**config.mk**
```make
export PLATFORM = sky130hd
export DESIGN_NAME = serial_adder
export DESIGN_NICKNAME = d
export VERILOG_FILES = /design/src/rtl/serial_adder.sv
export SDC_FILE = /design/constraint.sdc
export NUM_CORES = 1
export LEC_CHECK = 0
export ABC_AREA = 1
export CORE_AREA = 2 2 67 69
export DETAILED_ROUTE_END_ITERATION = 10
export DIE_AREA = 0 0 69 71
export PLACE_DENSITY = 0.73
export SLEW_MARGIN = 0
export SYNTH_ARGS = -nofsm -noshare
export SYNTH_HDL_FRONTEND = slang
export SYNTH_SLANG_ARGS = --single-unit
```
**constraint.sdc**
```tcl
create_clock -name clk -period 1.25 [get_ports clk]
set_input_delay 0.3125 -clock clk [delete_from_list [all_inputs] [get_ports clk]]
set_output_delay 0.3125 -clock clk [all_outputs]
set_load 0.02 [all_outputs]
```
**src/rtl/serial_adder.sv**
```systemverilog
// serial_adder: multi-cycle adder/subtractor that handles STEP bits per clock, LSB first,
// through STEP chained full-adder cells with a registered carry between steps.
// An operation takes N = WIDTH/STEP cycles from the accepting edge to the done pulse.
//
// Ports:
//   clk    in   rising-edge clock
//   rst    in   asynchronous active-high reset
//   start  in   request; sampled only in IDLE or DONE
//   sub    in   0: a + b + cin, 1: a - b (a + ~b + 1, cin ignored)
//   cin    in   carry-in for add mode
//   a, b   in   operands, captured on the accepting edge
//   busy   out  high while an operation is in progress
//   done   out  one-cycle pulse, result valid
//   sum    out  result register (updates only on the final step)
//   cout   out  carry-out of MSB (sub mode: 1 = no borrow)
//   ovf    out  two's-complement signed overflow
module serial_adder #(
    parameter int unsigned WIDTH = 8,
    parameter int unsigned STEP  = 1
) (
    input  logic             clk,
    input  logic             rst,
    input  logic             start,
    input  logic             sub,
    input  logic             cin,
    input  logic [WIDTH-1:0] a,
    input  logic [WIDTH-1:0] b,
    output logic             busy,
    output logic             done,
    output logic [WIDTH-1:0] sum,
    output logic             cout,
    output logic             ovf
);

    if ((STEP == 0) || (WIDTH < 2) || ((WIDTH % STEP) != 0)) begin : g_param_check
        $fatal(1, "serial_adder: WIDTH must be >= 2 and a multiple of STEP");
    end

    localparam int unsigned N    = WIDTH / STEP;
    localparam int unsigned CntW = (N > 1) ? $clog2(N) : 1;

    typedef enum logic [1:0] {StIdle, StRun, StDone} state_e;

    state_e            state_q, state_d;
    logic [WIDTH-1:0]  a_q, a_d;
    logic [WIDTH-1:0]  b_q, b_d;
    logic [WIDTH-1:0]  psum_q, psum_d;
    logic [WIDTH-1:0]  sum_q, sum_d;
    logic              carry_q, carry_d;
    logic              cout_q, cout_d;
    logic              ovf_q, ovf_d;
    logic [CntW-1:0]   cnt_q, cnt_d;

    logic [STEP:0]       chain_c;
    logic [STEP-1:0]     step_sum;
    logic [WIDTH+STEP-1:0] psum_cat;

    // Full-adder cell chain over the low STEP bits of the operand shift registers.
    always_comb begin
        chain_c[0] = carry_q;
        for (int i = 0; i < int'(STEP); i++) begin
            step_sum[i]  = a_q[i] ^ b_q[i] ^ chain_c[i];
            chain_c[i+1] = (a_q[i] & b_q[i]) | (chain_c[i] & (a_q[i] ^ b_q[i]));
        end
    end

    // New result bits enter at the MSB end; after N steps the word is in place.
    assign psum_cat = {step_sum, psum_q};

    always_comb begin
        state_d = state_q;
        a_d     = a_q;
        b_d     = b_q;
        psum_d  = psum_q;
        sum_d   = sum_q;
        carry_d = carry_q;
        cout_d  = cout_q;
        ovf_d   = ovf_q;
        cnt_d   = cnt_q;

        unique case (state_q)
            StIdle, StDone: begin
                state_d = StIdle;
                if (start) begin
                    state_d = StRun;
                    a_d     = a;
                    b_d     = sub ? ~b : b;
                    carry_d = sub ? 1'b1 : cin;
                    cnt_d   = '0;
                end
            end
            StRun: begin
                a_d     = a_q >> STEP;
                b_d     = b_q >> STEP;
                carry_d = chain_c[STEP];
                psum_d  = psum_cat[WIDTH+STEP-1:STEP];
                cnt_d   = cnt_q + 1'b1;
                if (cnt_q == CntW'(N - 1)) begin
                    state_d = StDone;
                    cnt_d   = '0;
                    sum_d   = psum_cat[WIDTH+STEP-1:STEP];
                    cout_d  = chain_c[STEP];
                    // Last step holds the MSB cell: carry into MSB vs carry out of MSB.
                    ovf_d   = chain_c[STEP] ^ chain_c[STEP-1];
                end
            end
            default: state_d = StIdle;
        endcase
    end

    always_ff @(posedge clk or posedge rst) begin
        if (rst) begin
            state_q <= StIdle;
            a_q     <= '0;
            b_q     <= '0;
            psum_q  <= '0;
            sum_q   <= '0;
            carry_q <= 1'b0;
            cout_q  <= 1'b0;
            ovf_q   <= 1'b0;
            cnt_q   <= '0;
        end else begin
            state_q <= state_d;
            a_q     <= a_d;
            b_q     <= b_d;
            psum_q  <= psum_d;
            sum_q   <= sum_d;
            carry_q <= carry_d;
            cout_q  <= cout_d;
            ovf_q   <= ovf_d;
            cnt_q   <= cnt_d;
        end
    end

    assign busy = (state_q == StRun);
    assign done = (state_q == StDone);
    assign sum  = sum_q;
    assign cout = cout_q;
    assign ovf  = ovf_q;

endmodule

```
==> insert_results.sql, run 1 <==
INSERT INTO impl_metrics (metric_group, metric, value, unit) VALUES
('status', 'status', 'finished, violations left', ''),
('status', 'violations', 'setup timing', ''),
('global_routing', 'grt_pass1_wl', '6580', 'um'),
('die', 'initial_core_util', '44.9', '%'),
('placement', 'globalplace.congestion', '0.754', ''),
('die', 'fp.dieArea', '0.00490', 'mm^2'),
('synthesis', 'synth_area_per_cell', '8.25', 'um^2'),
('timing', 'tightest_slew', '0.268', 'ns'),
('worst_setup_path', 'timing.critical_path.max_delay_family', 'flip-flops', ''),
('die', 'core_area', '0.00420', 'mm^2'),
('cells_and_area', 'seqCellArea', '977', 'um^2'),
('synthesis', 'synth-compound-area-share', '1.06', '%'),
('global_routing', 'grt_pass1_vias', '1526', ''),
('worst_setup_path', 'worst_setup_path_end_kind', 'primary output', ''),
('worst_setup_path', 'worstSetupStartpoint', 'state_q[1]', ''),
('timing', 'layout_setup_ws', '-0.0689', 'ns'),
('synthesis', 'post_synth_cell_types', '20', ''),
('worst_setup_path', 'worst-endpoint-arrival', '1.01', 'ns'),
('routing', 'wl_per_cell', '11.0', 'um'),
('pwr', 'power.density_cell_area', '2260', 'mW/mm^2'),
('global_routing', 'grt_overflow', '0', ''),
('clock_tree', 'holdBufCountCts', '0', ''),
('worst_setup_path', 'crit_path_cell_trace', 'inv_4 -> nand2_8 -> inv_4 -> buf_6', ''),
('placement', 'place_area', '0.00234', 'mm^2'),
('global_routing', 'grt.total_usage', '16.7', '%'),
('synthesis', 'synth_top_family_by_area', 'simple AND/OR/NAND/NOR gates', ''),
('timing', 'period_minus_slack', '1.32', 'ns'),
('timing', 'timing.final.hold_violations', '0', ''),
('cells_and_area', 'finalCoreUtilization', '58.1', '%'),
('worst_setup_path', 'path_common_cell', 'sky130_fd_sc_hd__inv_4', ''),
('synthesis', 'post_synth_fa_ha_maj_area_fraction', '2.38', '%'),
('placement', 'detailedPlacementHpwl', '2520', 'um'),
('worst_setup_path', 'critPathSlowestCell', 'sky130_fd_sc_hd__dfrtp_1', ''),
('synthesis', 'ys_seq_area_share', '51.7', '%'),
('synthesis', 'synth_simple_gate_area_share', '34.8', '%'),
('clock_tree', 'clk_latency', '0.29', 'ns'),
('worst_setup_path', 'critical_path.reg2reg.endpoint', 'cnt_q[1]', ''),
('global_routing', 'grt_antenna_before_repair', '0', ''),
('synthesis', 'synth_xor_xnor_area_share', '0.927', '%'),
('worst_setup_path', 'cp-endpoint', 'busy', ''),
('clock_tree', 'tritoncts', 'built', ''),
('worst_setup_path', 'path_max_fanout', '3', ''),
('synthesis', 'mappedNetlistArea', '0.00189', 'mm^2'),
('worst_setup_path', 'critical_path_cell_count', '4', ''),
('worst_setup_path', 'crit_path_start_kind', 'flop', ''),
('timing', 'maxClockFrequency', '0.758', 'GHz'),
('die', 'placement_rows', '24', ''),
('pwr', 'max_rail_drop_vdd', '0.859', 'mV'),
('job', 'timing.max_cap.violations', '0', ''),
('routing', 'via_per_inst', '4.73', ''),
('routing', 'num_vias', '1580', ''),
('synthesis', 'netlist_instances', '229', ''),
('global_routing', 'grt_max_degree', '40', ''),
('clock_tree', 'clockRootBuffer', 'sky130_fd_sc_hd__clkbuf_8', ''),
('hold_path', 'hold_class', 'input pin to async pin', ''),
('timing', 'finalCritPeriodShare', '106', '%'),
('synthesis', 'synth-seq-cells', '39', ''),
('synthesis', 'synth_nets', '253', ''),
('cells_and_area', 'final_layout_size_suffix_gt1_share', '20.6', '%'),
('worst_setup_path', 'critPathBufInv', '3', ''),
('synthesis', 'post_synth_mux_area_share', '0', '%'),
('cells_and_area', 'antenna-diode-count', '0', ''),
('clock_tree', 'cts.htree.levels', '2', ''),
('timing', 'rsz_0062_raised_after_global_routing', 'yes', ''),
('cells_and_area', 'final.fill_count', '393', ''),
('timing', 'timing.slew.headroom', '82.1', '%'),
('worst_setup_path', 'timing.critical_path.slowest_cell_delay', '0.40', 'ns'),
('clock_tree', 'clk_pin_slew', '0.08', 'ns'),
('timing', 'final-max-slew-violation-count', '0', ''),
('worst_setup_path', 'worstSetupPathType', 'flop to primary output', ''),
('timing', 'setup_viol_count_final', '3', '');
## metal layers
metal / vias to the layer above / GRT usage, % / wire length, um
met2: 37 / 29.6 / 1820
met4: 0 / 6.75 / 63
met1: 723 / 20.4 / 1660
met5: - / 0 / 0
li1: 813 / - / -
met3: 7 / 2.99 / 143
## kinds of logic after synthesis
kind of cell    Yosys count
simple gates            150
compound gates            4
fa+ha+maj                 3
buf+inv                  31
flops                    39
xor+xnor                  2
## report_power, final
group,switching [mW],total (mW),internal (mW)
sequential,0.344,2.18,1.83
combinational,1.47,2.51,1.04
clock,0.448,0.836,0.388
## flip-flops by register name (all words and copies together), names as in the netlist
name,cells
ovf,1
b_q,8
sum,8
cnt_q,3
state_q,2
carry_q,1
psum_q,7
cout,1
a_q,8
## area by class of cell
cell class | count | area share [%]
clock buffers | 5 | 2.82
clock inverters | 3 | 0.820
inverters | 23 | 3.84
multi-input cells | 161 | 31.8
flip-flops and latches | 39 | 40.0
well taps | 52 | 2.67
repair buffers | 51 | 18.0
## how the worst min path moves through the flow
stage	start	depth (start not counted)	to	slack (ns)
floorplan	a[7]	2	a_q[7]	0.43
global placement	sum[5]	2	sum[5]	0.46
detailed placement	a_q[4]	2	a_q[4]	0.46
CTS	rst	3	sum[7]	0.38
global route	rst	3	sum[6]	0.43
finish	rst	3	cnt_q[0]	0.37
## synthesized netlist by cell type, drive strengths merged
cell	n	area share [%]
xor2	2	0.93
buf	8	4.3
dfrtp	39	52
nand2	108	23
ha	2	1.3
fa	1	1.1
inv	23	4.8
nor2	4	1.3
nand3	38	10
o21ai	4	1.1
## per-stage QoR
stage,hold WS (ns),setup slack [ns],TNS (ns),power [mW],std cells
finish,0.371,-0.0689,-0.119,5.53,334
floorplan,0.429,0.0165,0,3.92,229
CTS,0.378,-0.0751,-0.132,5.55,330
global placement,0.456,-0.265,-2.94,4.64,321
global route,0.425,-0.0981,-1.65,6.01,334
detailed placement,0.459,-0.271,-3.18,4.72,321
## worst reg2reg max path, cell delays in order, from the launching register on
cell                      delay [ns]
sky130_fd_sc_hd__dfrtp_2        0.46
sky130_fd_sc_hd__nand2_8        0.09
sky130_fd_sc_hd__buf_4          0.24
sky130_fd_sc_hd__nand2_1        0.13
sky130_fd_sc_hd__inv_4          0.14
sky130_fd_sc_hd__nand2_1        0.07
sky130_fd_sc_hd__nand2_1        0.06
## cell usage in the layout, fill, tap and decap left out, types with 3 or more instances in the layout
cell                              netlist  final
sky130_fd_sc_hd__clkdlybuf4s50_1        0     20
sky130_fd_sc_hd__nand2_2                2      4
sky130_fd_sc_hd__buf_4                  3     17
sky130_fd_sc_hd__inv_4                  2      3
sky130_fd_sc_hd__clkbuf_8               0      5
sky130_fd_sc_hd__inv_1                 18     18
sky130_fd_sc_hd__buf_2                  1     10
sky130_fd_sc_hd__dfrtp_1               39     38
sky130_fd_sc_hd__nand2_1              104    102
sky130_fd_sc_hd__nand3_1               38     38
## timing repair
| action | CTS | global route |
|---|---|---|
| pin swaps | 2 | 1 |
| endpoints found under the setup margin | 26 | 40 |
| gates cloned | 0 | 2 |
| buffers inserted | 1 | 2 |
| gates resized for setup | 50 | 10 |
No activity file was read; power rests on OpenSTA's default activity.
==> inputs of run 2 (changes only) <==
- RECOVER_POWER: not set -> 100
==> run 2 against run 1 <==
The run still ends with setup timing left. Register-to-register slack hardly changed. Count of clock-buffer cells in the layout stayed put. Maximum frequency is 0.14% lower.
==> insert_results.sql, run 2 (synthesized netlist as in run 1, its figures left out) <==
INSERT INTO impl_metrics (metric_group, metric, value, unit) VALUES
('status', 'status', 'finished, violations left', ''),
('status', 'violations', 'setup timing', ''),
('routing', 'drt_wirelength', '3730', 'um'),
('placement', 'io_buffers', '32', ''),
('die', 'die_height', '71', 'um'),
('die', 'die_x', '69', 'um'),
('hold_path', 'hold_class', 'flop to flop', ''),
('timing', 'final-max-slew-violation-count', '0', ''),
('cells_and_area', 'finalCoreUtilization', '57.8', '%'),
('placement', 'place_worst_setup_slack', '-0.271', 'ns'),
('routing', 'wl_per_cell', '11.2', 'um'),
('clock_tree', 'clockRootBuffer', 'sky130_fd_sc_hd__clkbuf_8', ''),
('cells_and_area', 'seqCellArea', '977', 'um^2'),
('global_routing', 'grt_antenna_before_repair', '0', ''),
('cells_and_area', 'layout_commonest_cell', 'sky130_fd_sc_hd__nand2_1', ''),
('timing', 'layout_setup_ws', '-0.0707', 'ns'),
('clock_tree', 'clk_pin_slew', '0.08', 'ns'),
('global_routing', 'grt_overflow', '0', ''),
('routing', 'drc_errors', '0', ''),
('timing', 'tightest_slew', '0.521', 'ns'),
('cells_and_area', 'commonest_cells_after_routing_fill_and_taps_aside', 'sky130_fd_sc_hd__nand2_1, sky130_fd_sc_hd__nand3_1, sky130_fd_sc_hd__dfrtp_1', ''),
('routing', 'num_vias', '1582', ''),
('placement', 'detailedPlacementHpwl', '2520', 'um'),
('timing', 'setup-tns-final', '-0.143', 'ns'),
('routing', 'via_per_inst', '4.74', ''),
('cells_and_area', 'final.fill_count', '395', ''),
('clock_tree', 'tritoncts', 'built', ''),
('global_routing', 'grt_pass1_vias', '1526', ''),
('timing', 'setup_viol_count_final', '4', ''),
('cells_and_area', 'final_layout_size_suffix_gt1_share', '20.6', '%'),
('global_routing', 'grt_max_degree', '40', ''),
('global_routing', 'grt_pass1_wl', '6580', 'um'),
('clock_tree', 'cts_buffer_depth', '2', ''),
('placement', 'globalplace.congestion', '0.754', ''),
('worst_setup_path', 'required', '0.94', 'ns'),
('die', 'initial_core_util', '44.9', '%'),
('timing', 'finalCritPeriodShare', '106', '%'),
('worst_setup_path', 'crit_path_start_kind', 'flop', ''),
('routing', 'drt_first_pass_iters', '4', ''),
('timing', 'maxClockFrequency', '0.757', 'GHz'),
('worst_setup_path', 'worst_setup_path_end_kind', 'primary output', ''),
('worst_setup_path', 'path_max_fanout', '3', ''),
('pwr', 'total_leakage_power', '1.29', 'nW'),
('timing', 'timing.final.hold_violations', '0', ''),
('cells_and_area', 'antenna-diode-count', '0', ''),
('clock_tree', 'cts_num_sinks', '39', ''),
('routing', 'detailedRoute.firstIterationViolations', '78', ''),
('timing', 'timing.clock.skew', '0.00790', 'ns'),
('cells_and_area', 'area_growth_syn_to_layout', '28.5', '%'),
('die', 'core_area', '0.00420', 'mm^2'),
('routing', 'route.antenna.remaining_nets', '0', ''),
('job', 'timing.max_cap.violations', '0', ''),
('timing', 'timing.slew.headroom', '65.2', '%'),
('timing', 'period_minus_slack', '1.32', 'ns'),
('die', 'io-pin-count', '33', ''),
('clock_tree', 'tritoncts_buffers', '5', ''),
('pwr', 'power.density_cell_area', '2280', 'mW/mm^2'),
('pwr', 'max_rail_drop_vdd', '0.870', 'mV'),
('cells_and_area', 'finish.cell_count_without_fillers', '334', ''),
('clock_tree', 'clk_latency', '0.29', 'ns'),
('placement', 'place.detailed.instances', '321', ''),
('pwr', 'finalPower', '5.53', 'mW'),
('worst_setup_path', 'worstSetupPathType', 'flop to primary output', ''),
('timing', 'rsz_0062_raised_after_global_routing', 'yes', ''),
('clock_tree', 'holdBufCountCts', '0', ''),
('clock_tree', 'cts.htree.levels', '2', ''),
('global_routing', 'grt.total_usage', '16.7', '%'),
('cells_and_area', 'total_nets_final', '305', ''),
('die', 'fp.dieArea', '0.00490', 'mm^2'),
('worst_setup_path', 'worst-endpoint-arrival', '1.01', 'ns'),
('cells_and_area', 'multi_input_area', '776', 'um^2'),
('die', 'placement_rows', '24', '');
run 2: cell count changes in the layout (fill, tap and decap cells not counted), sizes merged:
cell and delta:
clkbuf +11, clkdlybuf4s50 -1, dlygate4sd3 +1, buf -11
run 2: per-layer routing:
layer	part of all wire [%]	vias to the layer above	GRT usage [%]
met5	0	-	0
met4	1.7	0	6.75
met3	3.7	7	2.99
met2	49	36	29.6
met1	46	726	20.4
li1	-	813	-
run 2: stage by stage:
step           hold slack (ns)  area (um^2)
2_1_floorplan            0.429         1890
3_3_place_gp             0.456         2340
3_5_place_dp             0.459         2340
4_1_cts                  0.378         2450
5_1_grt                  0.503         2430
6_report                 0.475         2430
run 2: cell type report:
type                            count  area share [%]
Multi-Input combinational cell    161            31.9
Timing Repair Buffer               51            17.6
Sequential cell                    39            40.2
Tap cell                           52            2.68
Inverter                           23            3.86
Clock buffer                        5            2.83
Clock inverter                      3           0.824
run 2: repair_timing:
action | in CTS | in global routing
buffers inserted | 1 | 2
endpoints found under the setup margin | 26 | 40
gates resized for setup | 50 | 10
cloned | 0 | 2
pin swaps | 2 | 1
run 2: worst max-delay path, stage by stage, from the launching register on:
cell                      delay, ns
sky130_fd_sc_hd__dfrtp_1       0.40
sky130_fd_sc_hd__inv_4         0.10
sky130_fd_sc_hd__nand2_8       0.05
sky130_fd_sc_hd__inv_4         0.06
sky130_fd_sc_hd__buf_6         0.11
run 2: report_power, final:
part	internal [mW]	total (mW)	switching (mW)
logic	1.03	2.51	1.48
registers	1.83	2.18	0.350
clock network	0.388	0.841	0.453
total	3.25	5.53	2.28
run 2: final timing paths:
check                      cells after the start       start  slack (ns)         end
hold reg to reg                                2      sum[6]        0.48      sum[6]
hold / removal                                 2      sum[6]        0.48      sum[6]
setup reg to reg                               6  state_q[0]       -0.01    cnt_q[1]
max in group asynchronous                      3         rst        0.26  state_q[0]
setup / recovery                               4  state_q[1]       -0.07        busy
min in group asynchronous                      3         rst        0.62      sum[7]
